## src/rtl/imm_pkg.sv

```systemverilog
// Shared definitions for the decode-stage immediate unit: opcodes, immediate kinds,
// and the parameter legality check used by the pipeline top.
package imm_pkg;

    localparam int unsigned INST_W = 32;
    localparam int unsigned KIND_W = 3;

    localparam logic [6:0] OPC_LOAD      = 7'b0000011;
    localparam logic [6:0] OPC_MISC_MEM  = 7'b0001111;
    localparam logic [6:0] OPC_OP_IMM    = 7'b0010011;
    localparam logic [6:0] OPC_AUIPC     = 7'b0010111;
    localparam logic [6:0] OPC_OP_IMM_32 = 7'b0011011;
    localparam logic [6:0] OPC_STORE     = 7'b0100011;
    localparam logic [6:0] OPC_LUI       = 7'b0110111;
    localparam logic [6:0] OPC_BRANCH    = 7'b1100011;
    localparam logic [6:0] OPC_JALR      = 7'b1100111;
    localparam logic [6:0] OPC_JAL       = 7'b1101111;
    localparam logic [6:0] OPC_SYSTEM    = 7'b1110011;

    typedef enum logic [KIND_W-1:0] {
        IMM_NONE  = 3'd0,
        IMM_I     = 3'd1,
        IMM_S     = 3'd2,
        IMM_B     = 3'd3,
        IMM_U     = 3'd4,
        IMM_J     = 3'd5,
        IMM_SHAMT = 3'd6,
        IMM_ZIMM  = 3'd7
    } imm_kind_e;

    function automatic bit xlen_legal(input int unsigned xlen);
        return (xlen == 32) || (xlen == 64);
    endfunction

endpackage

```

## src/rtl/imm_extract.sv

```systemverilog
// Combinational immediate decoder: raw instruction word -> extended immediate, kind and
// reserved-shamt flag. Built at 64 bits internally and truncated to XLEN.
module imm_extract
    import imm_pkg::*;
#(
    parameter int unsigned XLEN = 64
) (
    input  logic [INST_W-1:0] i_inst,
    output logic [XLEN-1:0]   o_imm_c,
    output imm_kind_e         o_kind_c,
    output logic              o_illegal_c
);

    logic [6:0]  w_opc;
    logic [2:0]  w_f3;
    logic        w_is_shift;
    logic        w_s;
    logic [63:0] w_imm64;

    assign w_opc      = i_inst[6:0];
    assign w_f3       = i_inst[14:12];
    assign w_is_shift = (w_f3 == 3'b001) || (w_f3 == 3'b101);
    assign w_s        = i_inst[31];

    always_comb begin
        w_imm64     = '0;
        o_kind_c    = IMM_NONE;
        o_illegal_c = 1'b0;
        case (w_opc)
            OPC_LOAD, OPC_JALR, OPC_MISC_MEM: begin
                o_kind_c = IMM_I;
                w_imm64  = {{52{w_s}}, i_inst[31:20]};
            end
            OPC_OP_IMM: begin
                if (w_is_shift) begin
                    o_kind_c = IMM_SHAMT;
                    if (XLEN == 64) begin
                        w_imm64 = 64'(i_inst[25:20]);
                    end else begin
                        w_imm64     = 64'(i_inst[24:20]);
                        o_illegal_c = i_inst[25];
                    end
                end else begin
                    o_kind_c = IMM_I;
                    w_imm64  = {{52{w_s}}, i_inst[31:20]};
                end
            end
            OPC_OP_IMM_32: begin
                // Word ops only exist on RV64; on RV32 the opcode decodes to nothing.
                if (XLEN == 64) begin
                    if (w_is_shift) begin
                        o_kind_c    = IMM_SHAMT;
                        w_imm64     = 64'(i_inst[24:20]);
                        o_illegal_c = i_inst[25];
                    end else begin
                        o_kind_c = IMM_I;
                        w_imm64  = {{52{w_s}}, i_inst[31:20]};
                    end
                end
            end
            OPC_STORE: begin
                o_kind_c = IMM_S;
                w_imm64  = {{52{w_s}}, i_inst[31:25], i_inst[11:7]};
            end
            OPC_BRANCH: begin
                o_kind_c = IMM_B;
                w_imm64  = {{51{w_s}}, w_s, i_inst[7], i_inst[30:25], i_inst[11:8], 1'b0};
            end
            OPC_LUI, OPC_AUIPC: begin
                o_kind_c = IMM_U;
                w_imm64  = {{32{w_s}}, i_inst[31:12], 12'b0};
            end
            OPC_JAL: begin
                o_kind_c = IMM_J;
                w_imm64  = {{43{w_s}}, w_s, i_inst[19:12], i_inst[20], i_inst[30:21], 1'b0};
            end
            OPC_SYSTEM: begin
                if (w_f3[2]) begin
                    o_kind_c = IMM_ZIMM;
                    w_imm64  = 64'(i_inst[19:15]);
                end
            end
            default: begin
                o_kind_c = IMM_NONE;
            end
        endcase
    end

    assign o_imm_c = w_imm64[XLEN-1:0];

endmodule

```

## src/rtl/imm_gen_pipe.sv

```systemverilog
// Decode-stage immediate unit: imm_extract followed by DEPTH valid/ready register stages
// with flush. Each stage advances when empty or when the stage after it takes its entry.
module imm_gen_pipe
    import imm_pkg::*;
#(
    parameter int unsigned XLEN  = 64,
    parameter int unsigned DEPTH = 1,
    parameter int unsigned TAG_W = 8
) (
    input  logic              clk,
    input  logic              rstn,
    input  logic              flush,
    input  logic              in_valid,
    output logic              in_ready,
    input  logic [INST_W-1:0] in_inst,
    input  logic [TAG_W-1:0]  in_tag,
    output logic              out_valid,
    input  logic              out_ready,
    output logic [XLEN-1:0]   out_imm,
    output logic [KIND_W-1:0] out_kind,
    output logic              out_illegal,
    output logic [TAG_W-1:0]  out_tag
);

    if (!xlen_legal(XLEN) || (DEPTH < 1) || (DEPTH > 2)) begin : g_param_check
        $error("imm_gen_pipe: unsupported XLEN/DEPTH");
    end

    logic [XLEN-1:0] w_imm;
    imm_kind_e       w_kind;
    logic            w_illegal;

    imm_extract #(.XLEN(XLEN)) u_extract (
        .i_inst      (in_inst),
        .o_imm_c     (w_imm),
        .o_kind_c    (w_kind),
        .o_illegal_c (w_illegal)
    );

    logic [DEPTH-1:0] r_valid;
    logic [XLEN-1:0]  r_imm     [DEPTH];
    imm_kind_e        r_kind    [DEPTH];
    logic [DEPTH-1:0] r_illegal;
    logic [TAG_W-1:0] r_tag     [DEPTH];

    // Per-stage input view: stage 0 fed by the decoder, stage k by stage k-1.
    logic [DEPTH-1:0] w_stg_valid;
    logic [XLEN-1:0]  w_stg_imm     [DEPTH];
    imm_kind_e        w_stg_kind    [DEPTH];
    logic [DEPTH-1:0] w_stg_illegal;
    logic [TAG_W-1:0] w_stg_tag     [DEPTH];
    logic [DEPTH-1:0] w_ready;

    assign w_stg_valid[0]   = in_valid;
    assign w_stg_imm[0]     = w_imm;
    assign w_stg_kind[0]    = w_kind;
    assign w_stg_illegal[0] = w_illegal;
    assign w_stg_tag[0]     = in_tag;

    for (genvar g = 1; g < DEPTH; g++) begin : g_link
        assign w_stg_valid[g]   = r_valid[g-1];
        assign w_stg_imm[g]     = r_imm[g-1];
        assign w_stg_kind[g]    = r_kind[g-1];
        assign w_stg_illegal[g] = r_illegal[g-1];
        assign w_stg_tag[g]     = r_tag[g-1];
    end

    // Ready ripples back from the consumer; accumulated in a local to keep the chain acyclic.
    always_comb begin : ready_chain
        logic v_acc;
        v_acc   = out_ready;
        w_ready = '0;
        for (int k = int'(DEPTH) - 1; k >= 0; k--) begin
            v_acc      = v_acc | ~r_valid[k];
            w_ready[k] = v_acc;
        end
    end

    always_ff @(posedge clk) begin
        if (!rstn) begin
            r_valid   <= '0;
            r_illegal <= '0;
            for (int k = 0; k < int'(DEPTH); k++) begin
                r_imm[k]  <= '0;
                r_kind[k] <= IMM_NONE;
                r_tag[k]  <= '0;
            end
        end else if (flush) begin
            r_valid <= '0;
        end else begin
            for (int k = 0; k < int'(DEPTH); k++) begin
                if (w_ready[k]) begin
                    r_valid[k] <= w_stg_valid[k];
                    if (w_stg_valid[k]) begin
                        r_imm[k]     <= w_stg_imm[k];
                        r_kind[k]    <= w_stg_kind[k];
                        r_illegal[k] <= w_stg_illegal[k];
                        r_tag[k]     <= w_stg_tag[k];
                    end
                end
            end
        end
    end

    assign in_ready    = w_ready[0];
    assign out_valid   = r_valid[DEPTH-1];
    assign out_imm     = r_imm[DEPTH-1];
    assign out_kind    = r_kind[DEPTH-1];
    assign out_illegal = r_illegal[DEPTH-1];
    assign out_tag     = r_tag[DEPTH-1];

endmodule

```

## config.mk

```make
export PLATFORM = sky130hd
export DESIGN_NAME = imm_gen_pipe
export DESIGN_NICKNAME = d
export VERILOG_FILES = /design/src/rtl/imm_pkg.sv /design/src/rtl/imm_extract.sv /design/src/rtl/imm_gen_pipe.sv
export SDC_FILE = /design/constraint.sdc
export NUM_CORES = 1
export LEC_CHECK = 0
export CAP_MARGIN = 20
export CORE_MARGIN = 4
export CORE_UTILIZATION = 44
export CTS_BUF_LIST = sky130_fd_sc_hd__clkbuf_4
export CTS_CLUSTER_SIZE = 10
export DETAILED_ROUTE_END_ITERATION = 8
export PLACE_DENSITY = 0.83
export REMOVE_ABC_BUFFERS = 1
export SLEW_MARGIN = 30
export SYNTH_ARGS = -nofsm -noshare
export SYNTH_HDL_FRONTEND = slang
export SYNTH_HIERARCHICAL = 1
export SYNTH_SLANG_ARGS = --single-unit
export TNS_END_PERCENT = 20
```

## constraint.sdc

```tcl
create_clock -name clk -period 3.1 [get_ports clk]
set_input_delay 0.62 -clock clk [delete_from_list [all_inputs] [get_ports clk]]
set_output_delay 0.62 -clock clk [all_outputs]
set_load 0.02 [all_outputs]
```

## Word-level counts from Yosys, hierarchy flattened

Memory sizes are Yosys's and may differ from the RTL's.
Index checks and enable logic that the tools add are counted.

- Eq/ne operators: 13
- Bitwise operators: 4
- Mux-type cells: 21
- Reductions and logical operators: 9

Operators with widths:

| operator | number |
|---|---|
| 64-bit one-hot mux with 8 select lines | 1 |
| 64-bit 2-to-1 mux | 3 |
| 64-bit OR reduction | 1 |
| 7-bit == test (second input constant) | 4 |
| 7-bit by 5-bit == test with 1-bit output (second input constant) | 3 |
| 3-bit one-hot mux with 7 select lines | 1 |
| 7-bit by 6-bit == test with 1-bit output (second input constant) | 2 |
| 1-bit 2-to-1 mux | 11 |
| 3-bit 2-to-1 mux | 3 |
| 8-bit 2-to-1 mux | 1 |
| 8-bit OR reduction | 1 |
| 7-bit by 2-bit == test with 1-bit output (second input constant) | 1 |
| 7-bit by 4-bit == test with 1-bit output (second input constant) | 1 |
| 2-bit OR reduction | 3 |
| 3-bit OR reduction | 2 |
| 5-bit 2-to-1 mux | 1 |
| 3-bit by 1-bit == test with 1-bit output (second input constant) | 1 |
| 3-bit == test (second input constant) | 1 |
| 1-bit inverter | 3 |
| 3-bit AND reduction | 1 |
| 1-bit logical OR | 1 |
| 1-bit OR | 1 |

- Output and inout port bits: 78
- Bits in registers: 2
- Bits in writable memories: 75
- Memories kept: 3

Memory list:

| name | depth | width | rd ports | clocked after Yosys merged registers in | write ports | RTL line | source |
|---|---|---|---|---|---|---|---|
| r_imm | 1 | 64 | 1 | 0 | 1 | imm_gen_pipe.sv:41 | `logic [XLEN-1:0] r_imm [DEPTH];` |
| r_tag | 1 | 8 | 1 | 0 | 1 | imm_gen_pipe.sv:44 | `logic [TAG_W-1:0] r_tag [DEPTH];` |
| r_kind | 1 | 3 | 1 | 0 | 1 | imm_gen_pipe.sv:42 | `imm_kind_e r_kind [DEPTH];` |

## Longest topological paths before layout

- Word-level depth: 8
- Depth in mapped cells: 8

## Modules after synthesis

Netlist, hierarchy kept.

By module, submodules not included:

| module | cells an instance | seq. area each (sq um) | area each (sq um) | instances |
|---|---|---|---|---|
| imm_gen_pipe | 170 | 2292.2 | 3044.2 | 1 |
| imm_extract | 135 | 0.0 | 920.9 | 1 |

## Least setup slack after synthesis

OpenSTA, ideal clock, no wires.

- Path type: input to register
- Start: in out_ready
- End: mem r_imm[0][0], enable pin
- Slack: -128 ps
- Data required time: 2654 ps
- Stages: 3
- Arrival time: 2783 ps
- Setup time: 446 ps
- Cell sequence: nor2b_4 nor3b_1 nand2b_1

- Longest elaborated chain between the ends: 7

Ends and longest elaborated chain:

| what | RTL line | source |
|---|---|---|
| start, declared | imm_gen_pipe.sv:18 | `input logic out_ready,` |
| 1-bit OR * | imm_gen_pipe.sv:74 | `v_acc = v_acc \| ~r_valid[k];` |
| 1-bit 2-to-1 mux * | imm_gen_pipe.sv:92 | `if (w_ready[k]) begin` |
| 1-bit 2-to-1 mux * | imm_gen_pipe.sv:88 | `end else if (flush) begin` |
| 1-bit 2-to-1 mux * | imm_gen_pipe.sv:80 | `if (!rstn) begin` |
| 1-bit 2-to-1 mux (not written as such) * | imm_gen_pipe.sv:95 | `r_imm[k] <= w_stg_imm[k];` |
| 64-bit OR reduction (no source line) | n/a |  |
| 1-bit 2-to-1 mux (no source line) * | n/a |  |
| end, declared | imm_gen_pipe.sv:41 |  |

Every way passes the cells marked *; elsewhere a longest branch is shown, timed or not.

## Worst setup path in the final report

- Start: in in_inst[6]
- End: mem r_imm[0][50], data pin

- Longest elaborated chain between the ends: 4

Ends and longest elaborated chain:

| what | RTL line | source |
|---|---|---|
| start, declared | imm_gen_pipe.sv:15 | `input logic [INST_W-1:0] in_inst,` |
| 7-bit by 2-bit == test with 1-bit output (tied with other cells) | imm_extract.sv:29 | `case (w_opc)` |
| 3-bit OR reduction / 2-bit OR reduction (equally long branches) | imm_extract.sv:29 |  |
| 64-bit one-hot mux with 8 select lines * | imm_extract.sv:29 |  |
| 64-bit 2-to-1 mux (no source line) * | n/a |  |

Marks and branches as above.

==> metrics.md <==
| Metric | Value |
|---|---|
| Clock buffer count from CTS | 9 |
| Most instantiated flip-flop cell in the synthesis netlist | sky130_fd_sc_hd__edfxtp_1 |
| Switching power of the nets | 541 uW |
| Top-level I/O count | 123 |
| Static leakage power | 2.04 nW |
| Number of antenna violations at the first check in global routing | 0 |
| Number of synthesized flops with an enable pin | 75 |
| Wire length per cell after detailed routing | 15.3 um |
| Worst setup skew after layout | 0.00919 ns |
| Async set-or-reset flop fraction in the synthesized netlist | 0% |
| Diode count | 0 |
| Number of cell rows | 34 |
| P per Cell Area | 398 nW/um^2 |
| Met1 wire length | 3.31 mm |
| Clock Tree Buf Depth | 2 |
| Total internal power | 1.53 mW |
| Final setup violation count | 0 |
| Setup repair after global routing missed its margin | no |
| Category of the worst setup path capture point | register |
| Comb pwr share | 15.8% |
| Critical setup path kind | input port to register |
| Post-CTS Repair Setup Buffers | 0 |
| Register bit total from synthesis | 77 |
| Pin slew with the least headroom to its limit | 0.781 ns |
| Pin count of the biggest net entering global routing | 76 |
| Number of resized instances in the post-cts repair step | 0 |
| Remaining design rule violation count | 0 |
| Remaining global-route overflow | 0 |
| Yosys synthesis warning count | 6 |
| CTS Sinks | 77 |
| Peak Freq | 0.401 GHz |
| Number of nets in the layout | 446 |
| Cell at the root of the clock tree | sky130_fd_sc_hd__clkbuf_4 |
| Highest metal layer used by the detailed router | met4 |
| Number of fill cells | 715 |
| Seq/Total Area, Yosys | 57.8% |
| Routed via count divided by cell count | 4.86 |
| Combined area of the multi-input logic cells | 1280 sq um |
| Global-route wire length before repair | 11.8 mm |
| Number of hold buffers added after CTS | 0 |
| Via count of the routed design | 2498 |
| Count of TritonRoute iterations in the first routing pass | 4 |
| CTS tree | built |
| Die height | 103 um |
| Cell area after synthesis | 3970 sq um |
| Die ar. | 10600 sq um |
| Worst slew margin relative to its limit | 47.9% |
| Switching share of total power | 26.1% |
| Clock network fraction of design power | 26.1% |
| H-Tree Depth | 3 |
| Initial cell density of the core | 45.2% |
| Post-Syn Instances | 305 |
| Fraction of final layout cells sized beyond drive strength 1 | 24.1% |
| Met2 Routed Length | 3.80 mm |
| Slew Viols, Final | 0 |
| Crit path DAT | 2.77 ns |
| Routed Antenna Nets | 0 |
| Final Cycle Share | 80.5% |
| Final Hold Viols | 0 |
| Total power consumption of the routed design | 2.07 mW |
| Area taken by flip-flops and latches | 2290 sq um |
| Sum of met3 wire segment lengths after detailed routing | 635 um |
| Total instance count after detailed placement | 498 |
| Die outline width | 103 um |
| Core region area | 8760 sq um |
| Power share of the sequential group | 58.0% |
| Drt initial violations | 103 |
| Clock-pin slew of the registers on the worst-case setup and hold paths | 0.12 ns |
| Routability congestion estimate | 0.894 |
| Max rail drop VDD | 0.148 mV |
| CP Launch Type | input port |
| Worst path required time | 3.37 ns |
| Max-cap check violation count | 0 |
| Synthesized area divided by synthesized cell count | 13.0 sq um |
| Total track usage | 14.5% |
| Non-filler instance count after layout | 514 |
| Clock period minus worst slack | 2.50 ns |
| Top fanout value on the critical path | 33 |
| Layout area overhead | 30.9% |
| Result of the run | complete, no violations |
| IO Port Bufs | 122 |
| Source-to-sink clock delay at the later pin of the worst-skew pair | 0.40 ns |
| Total routed wirelength | 7.86 mm |
| Hold Crit Class | register to register |
| Via count of the first global-routing pass | 2374 |
| Detailed-placement wirelength estimate | 5.66 mm |
| Number of distinct library cell variants in the gate-level netlist after synthesis | 52 |
-- final cells by class --
class | count | area share (%)
flip-flops and latches | 77 | 44.2
inverters | 5 | 0.362
clock buffers | 10 | 1.45
well taps | 108 | 2.60
multi-input cells | 175 | 24.7
clock inverters | 6 | 0.916
repair buffers | 133 | 25.8
-- worst max-delay path, stage by stage --
cell and delay, ns:
sky130_fd_sc_hd__clkdlybuf4s50_1 0.57, sky130_fd_sc_hd__or4_4 0.56, sky130_fd_sc_hd__a311oi_4 0.35, sky130_fd_sc_hd__nor4_2 0.12, sky130_fd_sc_hd__a21oi_2 0.20, sky130_fd_sc_hd__buf_12 0.19, sky130_fd_sc_hd__and2_4 0.15
-- flip-flops by register name (all words and copies together), names as in the netlist --
name,flops
out_valid,1
r_kind,3
r_tag,8
out_illegal,1
r_imm,64
-- cell usage in the layout (no fill, tap or decap), types with 8 or more instances in the layout --
cell type                         count
sky130_fd_sc_hd__a21o_1              12
sky130_fd_sc_hd__and2_1              22
sky130_fd_sc_hd__and2_2              20
sky130_fd_sc_hd__and2_4              34
sky130_fd_sc_hd__buf_4                8
sky130_fd_sc_hd__clkbuf_4            10
sky130_fd_sc_hd__clkdlybuf4s50_1    122
sky130_fd_sc_hd__edfxtp_1            75
sky130_fd_sc_hd__nand2_1             16
sky130_fd_sc_hd__o21ai_1              8
-- cells by family (layout without fill, tap and decap cells) --
logic type,count (synthesis),count (layout),synth area share [%]
DFF,77,77,57.8
buffers and inverters,53,154,10.3
and+or+nand+nor,132,132,23.8
AOI/OAI and AO/OA,41,41,7.57
muxes,2,2,0.536
-- worst paths after layout --
| check | slack, ns | to | cells after the start | from |
|---|---|---|---|---|
| min | 0.49 | out_illegal$_SDFFE_PN0P_ | 2 | out_illegal$_SDFFE_PN0P_ |
| max | 0.60 | r_imm[0][50]$_SDFFCE_PN0P_ | 7 | in_inst[6] |
| min reg2reg | 0.49 | out_illegal$_SDFFE_PN0P_ | 2 | out_illegal$_SDFFE_PN0P_ |
| max reg2reg | 1.40 | r_kind[0][2]$_SDFFCE_PN0P_ | 4 | out_valid$_SDFFE_PP0P_ |
-- metal layers --
layer  vias up  track usage (%)
li1       1231                -
met1      1151             18.6
met2       103             23.3
met3        13             4.53
met4         0             5.08
met5         -                0
-- synth_stat cells (all sizes together), types with 2 or more instances --
cell type | number | area share [%]
and2b | 3 | 0.57
or4 | 2 | 0.47
inv | 5 | 0.47
nor4 | 4 | 0.95
a21o | 12 | 2.3
a22o | 4 | 0.88
or2 | 2 | 0.32
edfxtp | 75 | 57
nand2b | 5 | 0.79
nor2 | 4 | 0.38
nor3 | 5 | 0.76
nand2 | 16 | 1.5
and2 | 76 | 15
dfxtp | 2 | 1.0
a21oi | 4 | 0.60
nor2b | 4 | 0.82
nor3b | 2 | 0.38
o21ai | 13 | 1.7
buf | 43 | 9.3
clkbuf | 5 | 0.47
o31ai | 2 | 0.38
-- power groups by stage --
stage / Combinational [mW] / Sequential (mW) / Clock, mW
global route: 0.349 / 1.20 / 0.605
detailed placement: 0.330 / 1.22 / 0
global placement: 0.324 / 1.22 / 0
CTS: 0.331 / 1.20 / 0.558
floorplan: 0.0685 / 1.29 / 0
finish: 0.328 / 1.20 / 0.540
-- per-stage QoR --
| stage | TNS [ns] | utilization (%) | setup slack (ns) | hold slack, ns | cell area [sq um] |
|---|---|---|---|---|---|
| detailed placement | 0 | 57.8 | 0.183 | 0.483 | 5070 |
| CTS | 0 | 59.2 | 0.652 | 0.503 | 5190 |
| global route | 0 | 59.2 | 0.540 | 0.532 | 5190 |
| global placement | 0 | 57.8 | 0.303 | 0.449 | 5070 |
| floorplan | -9.63 | - | -0.128 | 0.531 | 3580 |
| finish | 0 | 59.2 | 0.604 | 0.489 | 5190 |
Note: power is estimated with default switching activity, not from simulation.
